File: src/rtl/pwm_complementary_dt.sv
// Complementary PWM generator: period counter, shadowed settings, dead-time FSM.
// Latency: outputs follow a change in raw demand by one CLK cycle.
// No backpressure: free-running once EN=1; settings latch only at period boundaries.
module pwm_complementary_dt #(
  parameter int WIDTH    = 16,
  parameter int DT_WIDTH = 8
) (
  input  logic                CLK,
  input  logic                RST,
  input  logic                EN,
  input  logic [WIDTH-1:0]    PERIOD,
  input  logic [WIDTH-1:0]    DUTY,
  input  logic [DT_WIDTH-1:0] DEADTIME,
  output logic                PWM_H,
  output logic                PWM_L,
  output logic                PERIOD_END
);

  // State codes carry the drive levels directly: bit1 = high side, bit0 = low
  // side, so the outputs come straight off flops and can never overlap.
  typedef enum logic [2:0] {
    ST_IDLE = 3'b000,
    ST_HIGH = 3'b010,
    ST_LOW  = 3'b001,
    ST_DEAD = 3'b100
  } state_t;

  state_t              state;
  logic [WIDTH-1:0]    cnt;
  logic [WIDTH-1:0]    per_s;
  logic [WIDTH-1:0]    duty_s;
  logic [DT_WIDTH-1:0] dt_s;
  logic [DT_WIDTH-1:0] dead_cnt;

  logic                raw;
  logic                wrap;
  logic                dt_zero;
  logic [WIDTH-1:0]    cnt_nxt;
  logic [WIDTH-1:0]    per_nxt;

  // Demand, period boundary and the counter/period values for the next cycle.
  always_comb begin
    raw     = (cnt < duty_s);
    wrap    = (cnt == per_s);
    dt_zero = (dt_s == '0);
    cnt_nxt = wrap ? '0 : cnt + WIDTH'(1);
    per_nxt = wrap ? PERIOD : per_s;
  end

  // Period counter and shadow registers; settings only take effect at a period boundary.
  always_ff @(posedge CLK) begin
    if (RST) begin
      cnt    <= '0;
      per_s  <= '0;
      duty_s <= '0;
      dt_s   <= '0;
    end else if (!EN) begin
      cnt    <= '0;
      per_s  <= PERIOD;
      duty_s <= DUTY;
      dt_s   <= DEADTIME;
    end else begin
      cnt <= cnt_nxt;
      if (wrap) begin
        per_s  <= PERIOD;
        duty_s <= DUTY;
        dt_s   <= DEADTIME;
      end
    end
  end

  // Period-end flag is registered, so it is computed from next-cycle count and period.
  always_ff @(posedge CLK) begin
    if (RST) begin
      PERIOD_END <= 1'b0;
    end else begin
      PERIOD_END <= EN && (cnt_nxt == per_nxt);
    end
  end

  // Output FSM: every change of drive side passes through DEAD for dt_s cycles
  // unless dt_s is zero; the dead count is never restarted while in DEAD.
  always_ff @(posedge CLK) begin
    if (RST || !EN) begin
      state    <= ST_IDLE;
      dead_cnt <= '0;
    end else begin
      case (state)
        ST_IDLE: begin
          if (dt_zero) begin
            state <= raw ? ST_HIGH : ST_LOW;
          end else begin
            state    <= ST_DEAD;
            dead_cnt <= dt_s;
          end
        end
        ST_HIGH: begin
          if (!raw) begin
            if (dt_zero) begin
              state <= ST_LOW;
            end else begin
              state    <= ST_DEAD;
              dead_cnt <= dt_s;
            end
          end
        end
        ST_LOW: begin
          if (raw) begin
            if (dt_zero) begin
              state <= ST_HIGH;
            end else begin
              state    <= ST_DEAD;
              dead_cnt <= dt_s;
            end
          end
        end
        ST_DEAD: begin
          // A count of 1 means this is the last dead cycle.
          if (dead_cnt <= DT_WIDTH'(1)) begin
            state    <= raw ? ST_HIGH : ST_LOW;
            dead_cnt <= '0;
          end else begin
            dead_cnt <= dead_cnt - DT_WIDTH'(1);
          end
        end
        default: begin
          state    <= ST_IDLE;
          dead_cnt <= '0;
        end
      endcase
    end
  end

  assign PWM_H = state[1];
  assign PWM_L = state[0];

endmodule

File: config.mk
export PLATFORM = sky130hd
export DESIGN_NAME = pwm_complementary_dt
export DESIGN_NICKNAME = d
export VERILOG_FILES = /design/src/rtl/pwm_complementary_dt.sv
export SDC_FILE = /design/constraint.sdc
export NUM_CORES = 1
export LEC_CHECK = 0
export CORE_MARGIN = 1.5
export CORE_UTILIZATION = 30
export CTS_BUF_LIST = sky130_fd_sc_hd__clkbuf_16
export CTS_CLUSTER_DIAMETER = 100
export CTS_CLUSTER_SIZE = 30
export DETAILED_ROUTE_END_ITERATION = 10
export GPL_ROUTABILITY_DRIVEN = 0
export HOLD_SLACK_MARGIN = 0.05
export SETUP_SLACK_MARGIN = 0.02
export SYNTH_ARGS = -nofsm -noshare
export SYNTH_HDL_FRONTEND = slang
export SYNTH_SLANG_ARGS = --single-unit
File: constraint.sdc
create_clock -name CLK -period 3.1 [get_ports CLK]
set_input_delay 0.62 -clock CLK [delete_from_list [all_inputs] [get_ports CLK]]
set_output_delay 0.62 -clock CLK [all_outputs]
set_load 0.01 [all_outputs]
* Word level (Yosys, flattened, before mapping)
Cells that the tools add are included.
** Storage, ports and cells
- Register bits :: 68
- Input port bits :: 43
- Output and inout port bits :: 3
- Word-level logic and storage cells :: 49
** Cells by class
- Add/sub/neg operators :: 2
- $lt $le $gt $ge :: 2
- Equal/unequal tests :: 9
- Multiplexer cells :: 20
- Bitwise operators :: 1
- Reductions and logical operators :: 8
** Operators with widths (number)
- 16-bit two-way mux :: 5
- 8-bit two-way mux :: 6
- 16-bit equality test :: 2
- 8-bit one-hot mux with 4 select lines :: 1
- 3-bit two-way mux :: 6
- 16-bit by 1-bit adder with 16-bit output (second input constant) :: 1
- 16-bit less-than comparator :: 1
- 3-bit one-hot mux with 4 select lines :: 1
- 8-bit by 1-bit <= comparator with 1-bit output (second input constant) :: 1
- 8-bit logical NOT :: 1
- 8-bit by 1-bit subtractor with 8-bit output (second input constant) :: 1
- 2-bit inequality test (second input constant) :: 3
- 3-bit by 1-bit equality test with 1-bit output (second input constant) :: 1
- 3-bit by 2-bit equality test with 1-bit output (second input constant) :: 1
- 3-bit equality test (second input constant) :: 1
- 3-bit logical NOT :: 1
- 3-bit AND reduction :: 1
- 2-bit two-way mux :: 1
- 2-bit by 1-bit inequality test with 1-bit output (second input constant) :: 1
- 2-bit AND reduction :: 1
- 2-bit OR reduction :: 1
- 1-bit logical AND :: 1
- 1-bit logical NOT :: 1
- 1-bit logical OR :: 1
- 1-bit NOT :: 1

* Logic depth before layout (Yosys ltp)
- Depth in word-level cells :: 4
- Depth in mapped cells :: 10
- Depth with buffers taken out :: 9

* Worst setup path before layout
OpenSTA, ideal clock, no wires.
- Path type :: register -> register
- Start :: register cnt[6]
- End :: register dead_cnt[0]
- Library setup time :: 0.114 ns
- Data arrival time :: 2.171 ns
- Data required time :: 2.986 ns
- Setup slack :: 0.814 ns
- Cell stages (with the launch flop) :: 9
- Buffers on the path :: 0
- Clock period less this slack :: 2.286 ns
- Cell sequence :: dfxtp_1 -> ha_1 -> a21oi_1 -> and3_1 -> o21ai_2 -> a211oi_4 -> mux2i_2 -> nand2_1 -> a2111oi_0
** Between the ends
- Word-level cells in the longest chain between the ends :: 3
- Elaborated cells on any way between the ends :: 4
- Classes of those cells :: order compare: 1; eq/ne: 2; reduce/logical: 1
** Ends and longest elaborated chain
- start: declaration :: line 29 : logic [WIDTH-1:0] cnt;
- start signal: assignment :: line 63 : cnt <= cnt_nxt;
- 16-bit less-than comparator (*) :: line 43 : raw = (cnt < duty_s);
- 2-bit inequality test (no line)
- 2-bit AND reduction (no line) (*)
- end signal: assignment :: line 94 : dead_cnt <= dt_s;
- end signal: assignment :: line 103 : dead_cnt <= dt_s;
- end signal: assignment :: line 113 : dead_cnt <= dt_s;
- end: declaration :: line 33 : logic [DT_WIDTH-1:0] dead_cnt;
Every way passes the cells marked *; elsewhere a longest branch is shown, timed or not.
A chain may end at the register's enable or synchronous reset.

* Final worst setup path
- Start :: register dead_cnt[0]
- End :: register dead_cnt[0]
** Between the ends
- Word-level cells in the longest chain between the ends :: 3
- Elaborated cells on any way between the ends :: 7
- Classes of those cells :: add/sub: 1; order compare: 1; mux: 5
** Ends and longest elaborated chain
- 8-bit by 1-bit subtractor with 8-bit output (tied with other cells) :: line 123 : dead_cnt <= dead_cnt - DT_WIDTH'(1);
- 8-bit two-way mux (on tied branches)
- 8-bit one-hot mux with 4 select lines (*) :: line 88 : case (state)
Every way passes the cells marked *; elsewhere a longest branch is shown, timed or not. The select of a mux whose other input is x is not followed.

==> impl_metrics.tcl <==
set metrics [dict create \
    critical_path.startpoint "dead_cnt[0]" \
    ff2ff_path_depth 7 \
    finalCritPeriodShare 0.881 \
    finClkSkew_ns 0.00789 \
    post_drt_wl_per_cell_um 14.5 \
    grt_start_max_net_pins 43 \
    cell_with_the_most_instances_after_synthesis "sky130_fd_sc_hd__dfxtp_1" \
    nNetsFinal 558 \
    ctsRootBufferMaster "sky130_fd_sc_hd__clkbuf_16" \
    hold_fix_buffers_at_cts 0 \
    route.detailed.drc 0 \
    final_util 0.382 \
    area.growth.synth_to_final_pct 23.8 \
    std_cell_rows 40 \
    grt_remaining_overflow 0 \
    wl_um 9690 \
    numCtsBuffers 9 \
    dpl.hpwl_um 7140 \
    synthMuxAreaShare 0.0118 \
    drive_gt1_frac 0.0538 \
    crit_path_required_time_ns 3.32 \
    grt_met3_usage 0.0344 \
    clock_tree.buffer_depth 2 \
    sequential_cell_area_fraction_in_the_yosys_report 0.366 \
    port-buffer-count 45 \
    setup_slack_reg_to_reg_ns 0.37 \
    synthDominantAreaCellType "sky130_fd_sc_hd__dfxtp_1" \
    synth_fp_nets 524 \
    clock_sink_count 68 \
    synthDistinctLibCells 52 \
    crit_path_cell_trace "inv_1 -> ha_1 -> nor2_1 -> nor4_1 -> nor3_1 -> a22oi_1 -> a2111oi_0" \
    die_w_um 114 \
    synth-async-reset-ratio 0 \
    synth.top_cells.by_area "sky130_fd_sc_hd__dfxtp_1 (37%), sky130_fd_sc_hd__xnor2_1 (7.5%), sky130_fd_sc_hd__a21oi_1 (7.1%)" \
    min_path_type "flop to flop" \
    instance_area_after_placement_mm2 0.00432 \
    peakVddDrop_v 0.000200 \
    initial_core_util 0.309 \
    clk_pin_slew_worst_paths_ns 0.06 \
    grt_pass1_wl_um 16400 \
    postLayoutCellArea_mm2 0.00461 \
    total_power_w 0.00236 \
    synth_edf_count 0 \
    leakage_nw 1.65 \
    startpoint_kind_of_the_worst_setup_timing_path "flop" \
    vias_per_cell 5.03 \
    mappedNetlistArea_mm2 0.00372 \
    yosys.area_share.adder 0.0605 \
    critical_path_depth 7 \
    yosysTopAreaCellShare 0.366 \
    synth_compound_area_frac 0.150 \
    setup-violations-final 0 \
    die_area_mm2 0.0131 \
    dominantRegCellSynth "sky130_fd_sc_hd__dfxtp_1" \
    slowest_cp_cell "sky130_fd_sc_hd__nor3_1" \
    powerDensity_mw_per_mm2 513 \
    finalHoldViolCount 0 \
    timing.rr.end "dead_cnt[0]" \
    report.final.slew_viol_count 0 \
    diodes 0 \
    synth-warning-count 0 \
    dr.pass1.iters 4 \
    number_of_antenna_violations_at_the_first_check_in_global_routing 0 \
    critical_path.reg2reg.startpoint "dead_cnt[0]" \
    cp_num_buf_inv 1 \
    cts_tree "yes" \
    avgSynthCellArea_um2 8.04 \
    drt_first_iter_violations 238 \
    max_freq_ghz 0.366 \
    grt_total_usage 0.158 \
    timing_worst_slew_pin_value_ns 1.22 \
    number_of_global_route_vias_before_repair 3442 \
    post_synth_most_frequent_cells "sky130_fd_sc_hd__dfxtp_1 (68), sky130_fd_sc_hd__nand2_1 (61), sky130_fd_sc_hd__a21oi_1 (53)" \
    crit_type "flop to flop" \
    setup_tns_ns 0 \
    yosys_register_bits 68 \
    status "finished, final reports clean" \
    cts_h_tree_lvls 3 \
    synthesized_instance_count 463 \
    maxCapViolations 0 \
    vias 3372 \
    grt_util_met2 0.265 \
    worstSkewPairLatency_ns 0.33 \
    critical_path_peak_fanout 11 \
    combinational_family_with_the_most_area_after_synthesis "simple AND/OR/NAND/NOR gates" \
    global_route.peak_usage_layer "met2" \
    relSlewSlack 0.180 \
    pin_count 46 \
    timing.critical_path.to "dead_cnt[0]" \
    post_synth_and_or_nand_nor_area_fraction 0.249 \
    finalCriticalPeriod_ns 2.73 \
    crit_path_end_kind "flop" \
    drtAntennaViolNets 0 \
    rsz0062_at_grt "false" \
    timing.critical_path.arrival_ns 2.95 \
    postCtsSetupRepairBufs 0 \
    grtUsageMet1 0.190 \
    cts-resized-gates 0 \
    synth-xor-area-share 0.105 \
    critPathTopFamily "simple AND/OR/NAND/NOR gates" \
    core_ar_mm2 0.0121 \
    die_h_um 114 \
    slowest_delay_ns 0.97 \
]
[through the flow]
step	instances	hold slack, ns	setup slack, ns
after floorplan	463	0.444	0.814
after global placement	654	0.456	0.473
after detailed placement	654	0.456	0.309
after CTS	670	0.463	0.301
after global routing	670	0.489	0.0330
final	670	0.461	0.370
[where the power goes]
group	internal (W)	switching (W)
clock network	0.000611	0.000373
logic	0.000197	0.000212
registers	0.000922	0.0000479
total	0.00173	0.000633
[how the worst min path moves through the flow]
stage | cells past startpoint | end | slack (ns) | from
after floorplan | 2 | duty_s[10] | 0.44 | duty_s[10]
after global placement | 2 | duty_s[13] | 0.46 | duty_s[13]
after detailed placement | 2 | duty_s[11] | 0.46 | duty_s[11]
after CTS | 2 | duty_s[11] | 0.46 | duty_s[11]
after global routing | 2 | duty_s[11] | 0.49 | duty_s[11]
final | 2 | duty_s[9] | 0.46 | duty_s[9]
[kinds of logic (layout without fill, tap and decap cells)]
kind of cell,Yosys count,count (layout)
compound gates,91,91
xor+xnor,43,43
fa+ha+maj,18,18
buf+inv,51,90
flops,68,68
mux,4,4
simple gates,188,188
[state kept, by name, indices dropped and copies added, names as in the netlist]
register / flops
PERIOD_END: 1
cnt: 16
dead_cnt: 8
dt_s: 8
duty_s: 16
per_s: 16
state: 3
[cell type report]
type / count / area, um2
Clock buffer: 9 / 225
Clock inverter: 7 / 58.8
Fill cell: 1244 / 7450
Inverter: 22 / 82.6
Multi-Input combinational cell: 344 / 2150
Sequential cell: 68 / 1360
Tap cell: 168 / 210
Timing Repair Buffer: 52 / 515
[layer usage]
metal  vias to the layer above  routed length [um]
met3                        19                 308
met2                        71                4760
met1                      1597                4320
met4                         0                 299
met5                         -                   0
li1                       1685                   -
[worst min-delay path: stages (launching register included)]
cell and delay, ns:
sky130_fd_sc_hd__dfxtp_1 0.30, sky130_fd_sc_hd__nand3_1 0.06, sky130_fd_sc_hd__a21oi_1 0.05
[placed cells by master (no fill, tap or decap), types with 6 or more instances in the layout]
| master | count |
|---|---|
| sky130_fd_sc_hd__o21ai_0 | 10 |
| sky130_fd_sc_hd__nand4_1 | 11 |
| sky130_fd_sc_hd__inv_1 | 23 |
| sky130_fd_sc_hd__buf_4 | 6 |
| sky130_fd_sc_hd__xor2_1 | 10 |
| sky130_fd_sc_hd__nand3_1 | 44 |
| sky130_fd_sc_hd__nor3_1 | 8 |
| sky130_fd_sc_hd__dfxtp_1 | 68 |
| sky130_fd_sc_hd__clkdlybuf4s50_1 | 45 |
| sky130_fd_sc_hd__clkbuf_16 | 9 |
| sky130_fd_sc_hd__xnor2_1 | 32 |
| sky130_fd_sc_hd__nor4_1 | 8 |
| sky130_fd_sc_hd__a21oi_1 | 53 |
| sky130_fd_sc_hd__ha_1 | 18 |
| sky130_fd_sc_hd__nand2_1 | 61 |
| sky130_fd_sc_hd__nor2_1 | 27 |
| sky130_fd_sc_hd__nand2b_1 | 8 |
(Power assumes the default switching activity.)
